**src/rtl/key_pad_emu_pkg.sv**
```systemverilog
// Shared types and decode helpers for the keypad emulator.
// A key code maps to a one-hot row (code / 3) and a one-hot column (code % 3).
package key_pad_emu_pkg;

   typedef enum logic [1:0] {
      IDLE    = 2'd0,
      PRESS   = 2'd1,
      RELEASE = 2'd2
   } state_t;

   localparam int KEY_ROWS = 4;
   localparam int KEY_COLS = 3;
   localparam int CODE_W   = 4;
   localparam int HOLD_W   = 8;
   localparam int ENTRY_W  = CODE_W + HOLD_W;
   localparam int MAX_CODE = KEY_ROWS * KEY_COLS - 1;

   function automatic logic [KEY_ROWS-1:0] code_to_row(input logic [CODE_W-1:0] code);
      logic [KEY_ROWS-1:0] r;
      r = '0;
      for (int i = 0; i < KEY_ROWS; i++) begin
         if (int'(code) / KEY_COLS == i) r[i] = 1'b1;
      end
      return r;
   endfunction

   function automatic logic [KEY_COLS-1:0] code_to_col(input logic [CODE_W-1:0] code);
      logic [KEY_COLS-1:0] c;
      c = '0;
      for (int i = 0; i < KEY_COLS; i++) begin
         if (int'(code) % KEY_COLS == i) c[i] = 1'b1;
      end
      return c;
   endfunction

endpackage

```
**src/rtl/key_cmd_fifo.sv**
```systemverilog
// Command queue for key-press entries: synchronous push/pop with show-ahead head.
// A push is ignored while full and a pop is ignored while empty.
module key_cmd_fifo #(
   parameter int DEPTH = 4,
   parameter int WIDTH = 12
) (
   input  logic             clk,
   input  logic             reset,
   input  logic             wr_en,
   input  logic [WIDTH-1:0] wr_data,
   input  logic             rd_en,
   output logic [WIDTH-1:0] rd_data,
   output logic             full,
   output logic             empty
);

   localparam int PTR_W = $clog2(DEPTH);
   localparam logic [DEPTH:0] DEPTH_C = (DEPTH + 1)'(DEPTH);

   logic [WIDTH-1:0] mem [DEPTH];
   logic [PTR_W-1:0] wr_ptr;
   logic [PTR_W-1:0] rd_ptr;
   logic [DEPTH:0]   count;
   logic             do_wr;
   logic             do_rd;

   assign do_wr   = wr_en && !full;
   assign do_rd   = rd_en && !empty;
   assign full    = (count == DEPTH_C);
   assign empty   = (count == '0);
   assign rd_data = mem[rd_ptr];

   // Pointers wrap naturally because DEPTH is a power of two.
   always_ff @(posedge clk or negedge reset) begin
      if (!reset) begin
         wr_ptr <= '0;
         rd_ptr <= '0;
         count  <= '0;
      end else begin
         if (do_wr) wr_ptr <= wr_ptr + 1'b1;
         if (do_rd) rd_ptr <= rd_ptr + 1'b1;
         case ({do_wr, do_rd})
            2'b10:   count <= count + 1'b1;
            2'b01:   count <= count - 1'b1;
            default: count <= count;
         endcase
      end
   end

   always_ff @(posedge clk) begin
      if (do_wr) mem[wr_ptr] <= wr_data;
   end

endmodule

```
**src/rtl/key_pad_emu.sv**
```systemverilog
// Keypad emulator: queued key presses drive one-hot row lines in answer to the
// scanner's column strobe, each press followed by a fixed all-rows-low release gap.
module key_pad_emu
   import key_pad_emu_pkg::*;
#(
   parameter int FIFO_DEPTH     = 4,
   parameter int RELEASE_CYCLES = 6
) (
   input  logic                clk,
   input  logic                reset,
   input  logic [KEY_COLS-1:0] key_pad_col,
   input  logic                push,
   input  logic [CODE_W-1:0]   push_code,
   input  logic [HOLD_W-1:0]   push_hold,
   output logic [KEY_ROWS-1:0] key_pad_row,
   output logic                full,
   output logic                busy,
   output logic                done,
   output logic                err,
   output state_t              fsm_state
);

   localparam int REL_W = $clog2(RELEASE_CYCLES + 1);

   state_t              state;
   logic [KEY_ROWS-1:0] cur_row;
   logic [KEY_COLS-1:0] cur_col;
   logic [HOLD_W-1:0]   hold_cnt;
   logic [REL_W-1:0]    rel_cnt;
   logic [ENTRY_W-1:0]  head;
   logic [CODE_W-1:0]   head_code;
   logic [HOLD_W-1:0]   head_hold;
   logic                empty;
   logic                push_ok;
   logic                push_bad;
   logic                pop;

   assign push_ok   = push && !full && (push_code <= CODE_W'(MAX_CODE));
   assign push_bad  = push && !push_ok;
   assign pop       = (state == IDLE) && !empty;
   assign head_code = head[ENTRY_W-1:HOLD_W];
   assign head_hold = head[HOLD_W-1:0];
   assign busy      = (state != IDLE) || !empty;
   assign fsm_state = state;

   key_cmd_fifo #(
      .DEPTH (FIFO_DEPTH),
      .WIDTH (ENTRY_W)
   ) u_fifo (
      .clk     (clk),
      .reset   (reset),
      .wr_en   (push_ok),
      .wr_data ({push_code, push_hold}),
      .rd_en   (pop),
      .rd_data (head),
      .full    (full),
      .empty   (empty)
   );

   always_ff @(posedge clk or negedge reset) begin
      if (!reset) begin
         state       <= IDLE;
         cur_row     <= '0;
         cur_col     <= '0;
         hold_cnt    <= '0;
         rel_cnt     <= '0;
         key_pad_row <= '0;
         done        <= 1'b0;
         err         <= 1'b0;
      end else begin
         done <= 1'b0;
         if (push_bad) err <= 1'b1;
         // Exact match only: an idle, empty or multi-hot strobe never equals a one-hot cur_col.
         key_pad_row <= (state == PRESS && key_pad_col == cur_col) ? cur_row : '0;
         case (state)
            IDLE: begin
               if (!empty) begin
                  cur_row  <= code_to_row(head_code);
                  cur_col  <= code_to_col(head_code);
                  hold_cnt <= (head_hold == '0) ? HOLD_W'(1) : head_hold;
                  state    <= PRESS;
               end
            end
            PRESS: begin
               hold_cnt <= hold_cnt - 1'b1;
               if (hold_cnt == HOLD_W'(1)) begin
                  rel_cnt <= REL_W'(RELEASE_CYCLES);
                  state   <= RELEASE;
               end
            end
            RELEASE: begin
               rel_cnt <= rel_cnt - 1'b1;
               if (rel_cnt == REL_W'(1)) begin
                  done  <= 1'b1;
                  state <= IDLE;
               end
            end
            default: state <= IDLE;
         endcase
      end
   end

endmodule

```
**config.mk**
```make
export PLATFORM = sky130hd
export DESIGN_NAME = key_pad_emu
export DESIGN_NICKNAME = d
export VERILOG_FILES = /design/src/rtl/key_pad_emu_pkg.sv /design/src/rtl/key_cmd_fifo.sv /design/src/rtl/key_pad_emu.sv
export SDC_FILE = /design/constraint.sdc
export NUM_CORES = 1
export LEC_CHECK = 0
export CAP_MARGIN = 5
export CORE_ASPECT_RATIO = 0.75
export CORE_UTILIZATION = 35
export CTS_BUF_LIST = sky130_fd_sc_hd__clkbuf_4 sky130_fd_sc_hd__clkbuf_8
export DETAILED_ROUTE_END_ITERATION = 8
export HOLD_SLACK_MARGIN = 0.15
export PLACE_DENSITY = 0.61
export SYNTH_ARGS = -nofsm -noshare
export SYNTH_HDL_FRONTEND = slang
export SYNTH_HIERARCHICAL = 1
export SYNTH_SLANG_ARGS = --single-unit
```
**constraint.sdc**
```tcl
create_clock -name clk -period 3.5 [get_ports clk]
set_input_delay 0.7 -clock clk [delete_from_list [all_inputs] [get_ports clk]]
set_output_delay 0.7 -clock clk [all_outputs]
set_load 0.01 [all_outputs]
```
After elaboration in Yosys (flattened, before gate mapping)
Memories as Yosys holds them, arrays and structs flattened.
Index checks and enable logic that the tools add are counted.
W data, S select, Z words.
{ "op_classes": {"n_addsub": 6, "div": 2, "n_lt_le_gt_ge": 1, "eq_ne": 16, "muxes": 22, "n_bitwise": 1, "reduce_logical": 24} }
{ "op_table": {"columns": ["operator", "count"], "rows": [
  ["$eq A32 B3 Y1 const B", 3],
  ["$eq A32 B2 Y1 const B", 2],
  ["$logic_not A32 Y1", 2],
  ["$div A5 B3 Y32 const B", 1],
  ["$mod A5 B3 Y32 const B", 1],
  ["$mux W8", 2],
  ["$pmux W8 S2", 1],
  ["$mux W1", 11],
  ["$pmux W5 S2", 1],
  ["$eq A8 B1 Y1 const B", 1],
  ["$logic_not A8 Y1", 1],
  ["$reduce_bool A2 Y1", 4],
  ["$sub A8 B1 Y8 const B", 1],
  ["$logic_and A1 B1 Y1", 7],
  ["$mux W2", 3],
  ["$pmux W2 S3", 1],
  ["$pmux W3 S2", 1],
  ["$reduce_and A2 Y1", 3],
  ["$add A5 B1 Y5 const B", 1],
  ["$eq A5 B3 Y1 const B", 1],
  ["$logic_not A5 Y1", 1],
  ["$sub A5 B1 Y5 const B", 1],
  ["$add A2 B1 Y2 const B", 2],
  ["$eq A2 B1 Y1 const B", 2],
  ["other kinds (14)", 18]
]} }
{ "word_totals": {"register_bits": 35, "ram_bits": 48, "in_bits": 18, "mem_count": 1} }
{ "mem_list": {"columns": ["memory", "depth", "word_bits", "rd", "rd_ports_with_merged_regs", "wr", "line", "source"], "rows": [
  ["u_fifo.mem", 4, 12, 1, 0, 1, "key_cmd_fifo.sv:20", "logic [WIDTH-1:0] mem [DEPTH];"]
]} }

Depth between registers and ports, before layout
Gate-level depths: netlist (run 1).
{ "depth": {"depth_word": 7, "ltp_mapped": 15} }

By module
The synthesis (run 1) kept the hierarchy.
{ "by_module_without_submodules": {"columns": ["module", "n_inst", "cells_per_inst", "area_per_inst_um2"], "rows": [
  ["key_cmd_fifo", 1, 127, 2382.3],
  ["key_pad_emu", 1, 172, 1582.8]
]} }

Worst setup path after synthesis (run 1)
No wires, ideal clock.
{ "synth_path": {"kind": "register to register", "from": "reg u_fifo.rd_ptr[0]", "to": "reg cur_col[1]", "setup_ps": 122, "arrival_ps": 3382, "required_ps": 3378, "setup_slack_ps": -4, "stages_incl_launch_ff": 16, "cell_sequence": "dfrtp_1 buf_2 buf_4 mux4_2 clkbuf_1 ha_1 a21boi_1 a311o_1 buf_6 a21o_2 inv_1 ha_1 nor2_1 and3_4 a221o_1 a32o_1"} }
{ "synth_between": {"elab_chain_cells": 4} }
{ "synth_lines": {"columns": ["element", "line", "source"], "rows": [
  ["start: declaration", "key_cmd_fifo.sv:22", "logic [PTR_W-1:0] rd_ptr;"],
  ["start signal: assignment", "key_cmd_fifo.sv:41", "if (do_rd) rd_ptr <= rd_ptr + 1'b1;"],
  ["$mem_v2 Z4 W12", null, null],
  ["named net head[10]", "key_pad_emu.sv:30", "logic [ENTRY_W-1:0] head;"],
  ["$mod A5 B3 Y32", "key_pad_emu_pkg.sv:31", "if (int'(code) % KEY_COLS == i) c[i] = 1'b1;"],
  ["$eq A32 B2 Y1", "key_pad_emu_pkg.sv:31", null],
  ["$mux W1", "key_pad_emu_pkg.sv:31", null],
  ["end signal: assignment", "key_pad_emu.sv:79", "cur_col <= code_to_col(head_code);"],
  ["end: declaration", "key_pad_emu.sv:27", "logic [KEY_COLS-1:0] cur_col;"]
]} }
The timed path passes the listed nets, and every way through them passes these cells.
A chain may end at the register's enable or synchronous reset.

Worst setup path in the final report (run 1)
{ "layout_path": {"from": "reg u_fifo.rd_ptr[0]", "to": "reg cur_col[0]"} }
{ "layout_between": {"elab_chain_cells": 4} }
{ "layout_lines": {"columns": ["element", "line"], "rows": [
  ["$mem_v2 Z4 W12", null],
  ["named net head[10]", "key_pad_emu.sv:30"],
  ["$mod A5 B3 Y32", "key_pad_emu_pkg.sv:31"],
  ["$logic_not A32 Y1", "key_pad_emu_pkg.sv:31"],
  ["$mux W1", "key_pad_emu_pkg.sv:31"]
]} }
The timed path passes the listed nets, and every way through them passes these cells.

==> results.tsv, run 1 <==
metric	value	unit
status	finished, violations left	
violations	DRC	
cts-hold-fix-buffers	0	
area_growth	18.14	%
finalNonFillerCells	490	
period_needed	3.310	ns
rows	33	
routedWlPerCell	15.26	um
synth_top_family_by_area	simple AND/OR/NAND/NOR gates	
yosysSeqAreaShare	58.44	%
place.gp.congestion	0.7633	
synth_edf_count	48	
clock_skew	0.007455	ns
setup_viol_count_final	0	
start_util	36.10	%
critical_path.max_fanout	6	
syn-num-nets	334	
numCtsBuffers	9	
hold_viol_final	0	
yosysMostFrequentCell	edfxtp_1	
grt_usage	14.50	%
synth-simple-area-share	12.97	%
clockBufferDepth	2	
root_buffer	clkbuf_8	
grt_max_degree	36	
cts_tree	built	
ys_async_sr_fraction	42.17	%
diodes	0	
slowest_stage	mux4_2	
critPathMaxStageDelay	0.59	ns
synth-compound-area-share	8.741	%
worst-setup-path-type	reg2reg	
min_period_over_period	94.57	%
ff_latch_area	0.002318	mm^2
ys_types	61	
syn_avg_cell_area	13.26	um^2
drc	4	
clock-sinks	83	
dieArea	0.01176	mm^2
ys_seq_elements	83	
synthAdderAreaFrac	5.554	%
antenna_found_initial	0	
tightest_slew	0.4687	ns
reg2reg_slack	0.19	ns
endpoint_kind	flip-flop	
yosys.area.top_type	edfxtp_1	
synth.cell_area	0.003965	mm^2
die_height	94.18	um
drtAntennaViolNets	0	
start_kind	flip-flop	
drtPass1Iterations	6	
cp_common_cell	ha_1	
yosysWarnings	6	
grt-ovfl-total	0	
vias	2448	
multiInputGateArea	0.001519	mm^2
yosysTopAreaCellShare	36.35	%
nets	380	
viasPerCell	4.996	
cts_max_level	3	
drt_iter0_markers	157	
setup-tns-final	0	ns
synth_xor_xnor_area_share	2.209	%
io_pins	28	
fillCellCount	1014	
io_buffers	27	
max_cap_violations	0	
grt_pass1_wl	12800	um
worstPathRequired	3.76	ns
synth_mux_area_share	8.709	%
drive_above_1_share	18.86	%
synth_ff_type	edfxtp_1	
dp.final_hpwl	5474	um
crit_chain	mux4_2 > nor2b_4 > ha_1 > a21boi_1 > a311o_1 > a21o_2 > inv_1 > ha_1 > nor2_1 > and3_4 > a221o_1 > a32o_1	
core	0.01098	mm^2
synthTopCellsByArea	edfxtp_1, dfrtp_1, mux4_2	
arrival	3.57	ns
clock_latency	0.36	ns
power_density	518.0	mW/mm^2
p_leak	1.859	nW
hp-class	reg2reg	
wl	7478	um
clk_pin_slew	0.09	ns
power	2.427	mW
synth_cells	299	
synth_commonest_cells	edfxtp_1, dfrtp_1, nand2_1, inv_1, o21ai_0	
max_freq	0.3021	GHz
ir_worst_vdd	240.8	uV
dp_cells	471	
slew_headroom	68.76	%
drv_slew	0	
grt_pass1_vias	2529	
fp.dieW	124.9	um
-- timing repair --
action / 4_1_cts / 5_1_grt
setup endpoints to repair: 0 / 3
buffers inserted: 0 / 3
resized for setup: 0 / 2
-- path summary, 6_finish.rpt --
path / depth (start not counted) / startpoint / endpoint
min in group asynchronous: 2 / reset / u_fifo/wr_ptr[1]
max in group asynchronous: 2 / reset / rel_cnt[2]
setup reg to reg: 12 / u_fifo/rd_ptr[0] / cur_col[0]
hold reg to reg: 2 / cur_row[0] / cur_row[0]
setup / recovery: 12 / u_fifo/rd_ptr[0] / cur_col[0]
hold / removal: 2 / cur_row[0] / cur_row[0]
-- critical path: cells and delay by family (launching register included) --
family,cells,cell delay [ns]
adders and majority gates,2,0.40
and+or+nand+nor,3,0.45
muxes,1,0.59
AOI/OAI and AO/OA,5,1.26
DFF,1,0.45
buffers and inverters,1,0.05
-- sequential cells by signal, indices dropped and copies added (netlist names), 3 cells and up --
name          count
u_fifo/mem       48
key_pad_row       4
rel_cnt           3
cur_row           4
hold_cnt          8
u_fifo/count      5
cur_col           3
-- final cells by class --
type / instances / share of cell area (%)
clock buffer: 10 / 2.804
clock inverter: 6 / 1.362
inverter: 21 / 1.683
multi-input combinational: 186 / 32.43
sequential: 83 / 49.49
tap: 140 / 3.739
timing repair buffer: 44 / 8.494
-- power by group --
group,switching [mW],internal (mW)
Combinational,0.270,0.225
Sequential,0.0657,1.17
Clock,0.353,0.339
-- layer usage --
| layer | wire length [um] | track usage, % | vias up |
|---|---|---|---|
| met3 | 503 | 4.613 | 13 |
| met5 | 0 | 0 | - |
| met2 | 3257 | 22.38 | 69 |
| li1 | - | - | 1208 |
| met1 | 3578 | 19.02 | 1158 |
| met4 | 139 | 5.793 | 0 |
-- cells in the final DEF (no fill, tap or decap), drive strengths merged, types with 4 or more instances in the layout --
cell type	n
and2	6
mux2i	6
ha	16
o21ai	17
edfxtp	48
clkbuf	10
nor3	5
mux4	12
nor2	11
clkdlybuf4s50	27
nor2b	6
xor2	6
nand3	6
a21oi	8
buf	17
nand2	23
dfrtp	35
nor4	4
and3	6
a32o	4
xnor2	4
o211ai	4
nand2b	5
inv	23
or4	4
-- kinds of logic (layout without fill, tap and decap cells) --
logic type | count (synthesis) | count (layout)
simple gates | 89 | 89
xor+xnor | 10 | 10
mux | 19 | 19
buf+inv | 30 | 81
compound gates | 51 | 51
flops | 83 | 83
fa+ha+maj | 17 | 17
-- per-stage QoR --
stage                     util, %  area [um^2]  worst slack [ns]  hold slack [ns]
after floorplan                 -         3969           0.03868           0.4044
after global placement      40.61         4461            0.1918           0.4592
after detailed placement    40.61         4461            0.1156           0.4663
after CTS                   42.39         4656           0.09286           0.4847
after global routing        42.65         4684          -0.01087           0.5100
final                       42.65         4684            0.1900           0.4761
Power figures use the tool's default switching activity.
==> inputs of run 2 (changes only) <==
- REMOVE_ABC_BUFFERS: not set -> 1
==> results.tsv, run 2 (same netlist as run 1, synthesis figures left out) <==
metric	value	unit	change
worstPathRequired	3.73	ns	-0.03 ns
slew_headroom	43.87	%	-25 points
clk_pin_slew	0.08	ns	about the same
dieArea	0.01176	mm^2	unchanged
grt_max_degree	36		unchanged
clockBufferDepth	2		unchanged
drtAntennaViolNets	0		unchanged
hold_viol_final	0		unchanged
nets	370		-2.6%
critical_path.max_fanout	7		+1
min_period_over_period	94.42	%	-0.15 points
drv_slew	0		unchanged
io_pins	28		unchanged
setup_viol_count_final	0		unchanged
power_density	534.6	mW/mm^2	+3.2%
slowest_stage	mux4_2		
root_buffer	clkbuf_8		
cts_max_level	3		unchanged
cts_tree	built		
period_needed	3.305	ns	-0.005242 ns
critPathMaxStageDelay	0.59	ns	about the same
die_height	94.18	um	unchanged
ir_worst_vdd	236.1	uV	-2.0%
numCtsBuffers	9		unchanged
top_regs	u_fifo/mem x48, hold_cnt x8, u_fifo/count x5		
antenna_found_initial	0		unchanged
viasPerCell	4.981		-0.29%
fp.dieW	124.9	um	unchanged
grt_usage	13.96	%	-0.54 points
violations	DRC		
rows	33		unchanged
clock_skew	0.009852	ns	+0.002398 ns
setup-tns-final	0	ns	unchanged
clock-sinks	83		unchanged
start_util	36.10	%	unchanged
grt_pass1_wl	12330	um	-3.7%
arrival	3.54	ns	-0.03 ns
p_leak	1.809	nW	-2.7%
routedWlPerCell	15.15	um	-0.73%
top_register	u_fifo/mem		
endpoint_kind	flip-flop		
dp.final_hpwl	5178	um	-5.4%
tightest_slew	0.8419	ns	+0.3733 ns
drtPass1Iterations	6		unchanged
io_buffers	27		unchanged
drc	2		-2
power	2.474	mW	+2.0%
drive_above_1_share	17.06	%	-1.8 points
mostFrequentLayoutCells	edfxtp_1, dfrtp_1, clkdlybuf4s50_1		
area_growth	16.72	%	
max_cap_violations	0		unchanged
clock_latency	0.35	ns	about the same
status	finished, violations left		
worst-setup-path-type	reg2reg		
hp-class	in2async		
largest_register_ffs	48		unchanged
core	0.01098	mm^2	unchanged
grt_pass1_vias	2408		-4.8%
vias	2391		-2.3%
wl	7272	um	-2.8%
drt_iter0_markers	179		+14%
grt-ovfl-total	0		unchanged
place.gp.congestion	0.7740		+1.4%
crit_chain	mux4_2 > nor2b_4 > ha_1 > a21boi_1 > a311o_1 > a21o_2 > inv_1 > ha_2 > nor2_1 > and3_4 > a221o_1 > a32o_1		
diodes	0		unchanged
rsz0062_at_grt	false		
final_common_cell	edfxtp_1		
max_freq	0.3026	GHz	+0.16%
start_kind	flip-flop		
-- run 2: timing repair --
action                                  CTS  global route
buffers inserted                          0             0
hold buffers                              0             0
endpoints found under the setup margin    0             4
resized for setup                         0             3
-- run 2: layout make-up --
| class | count | area, um^2 |
|---|---|---|
| multi-input combinational | 186 | 1516 |
| timing repair buffer | 34 | 317.8 |
| clock buffer | 10 | 131.4 |
| clock inverter | 6 | 90.09 |
| inverter | 21 | 78.83 |
| sequential | 83 | 2318 |
| tap | 140 | 175.2 |
| fill | 1018 | 6355 |
-- run 2: stage by stage --
stage | setup WS, ns | hold WS [ns] | cell area (um^2) | util, % | cells
finish | 0.1952 | 0.4524 | 4628 | 42.14 | 480
global route | 0.02069 | 0.4954 | 4628 | 42.14 | 480
CTS | 0.1322 | 0.4643 | 4624 | 42.11 | 480
detailed placement | 0.1398 | 0.4647 | 4403 | 40.09 | 464
global placement | 0.1913 | 0.4646 | 4403 | 40.09 | 464
floorplan | -0.1303 | 0.4044 | 3910 | - | 290
-- run 2: where the power goes --
| group | internal [mW] | leakage (nW) | total (mW) | switching [mW] |
|---|---|---|---|---|
| Clock | 0.409 | 0.0982 | 0.750 | 0.341 |
| Sequential | 1.17 | 0.877 | 1.24 | 0.0620 |
| Combinational | 0.221 | 0.834 | 0.488 | 0.267 |
-- run 2: final timing paths --
kind                                   from                to  slack, ns  cells after the start
min                                   reset  u_fifo/rd_ptr[1]       0.45                      1
max reg2reg                u_fifo/rd_ptr[0]        cur_col[2]       0.20                     12
min reg2reg                      cur_row[2]        cur_row[2]       0.48                      2
max in group asynchronous             reset  u_fifo/rd_ptr[0]       2.48                      1
max                        u_fifo/rd_ptr[0]        cur_col[2]       0.20                     12
min in group clk                 cur_row[2]        cur_row[2]       0.48                      2
-- run 2: metal layers --
layer / global-route usage [%] / up-vias / share of wire, %
met5: 0 / - / 0
met4: 4.878 / 0 / 1.2
met3: 4.043 / 7 / 3.5
met2: 21.02 / 44 / 44
met1: 19.25 / 1155 / 51
li1: - / 1185 / -
-- run 2: critical path: cells and delay by family (launching register included) --
kind | cells | cell delay, ns
flip-flops | 1 | 0.42
multiplexers | 1 | 0.59
buffers and inverters | 1 | 0.06
AO/OA/AOI/OAI | 5 | 1.30
AND/OR/NAND/NOR | 3 | 0.42
adder cells (fa/ha/maj) | 2 | 0.40
==> inputs of run 3 (changes only) <==
- HOLD_SLACK_MARGIN: 0.15 -> not set
==> results of run 3 <==
Same layout as run 2: the final DEF is identical, and so are final timing and power.
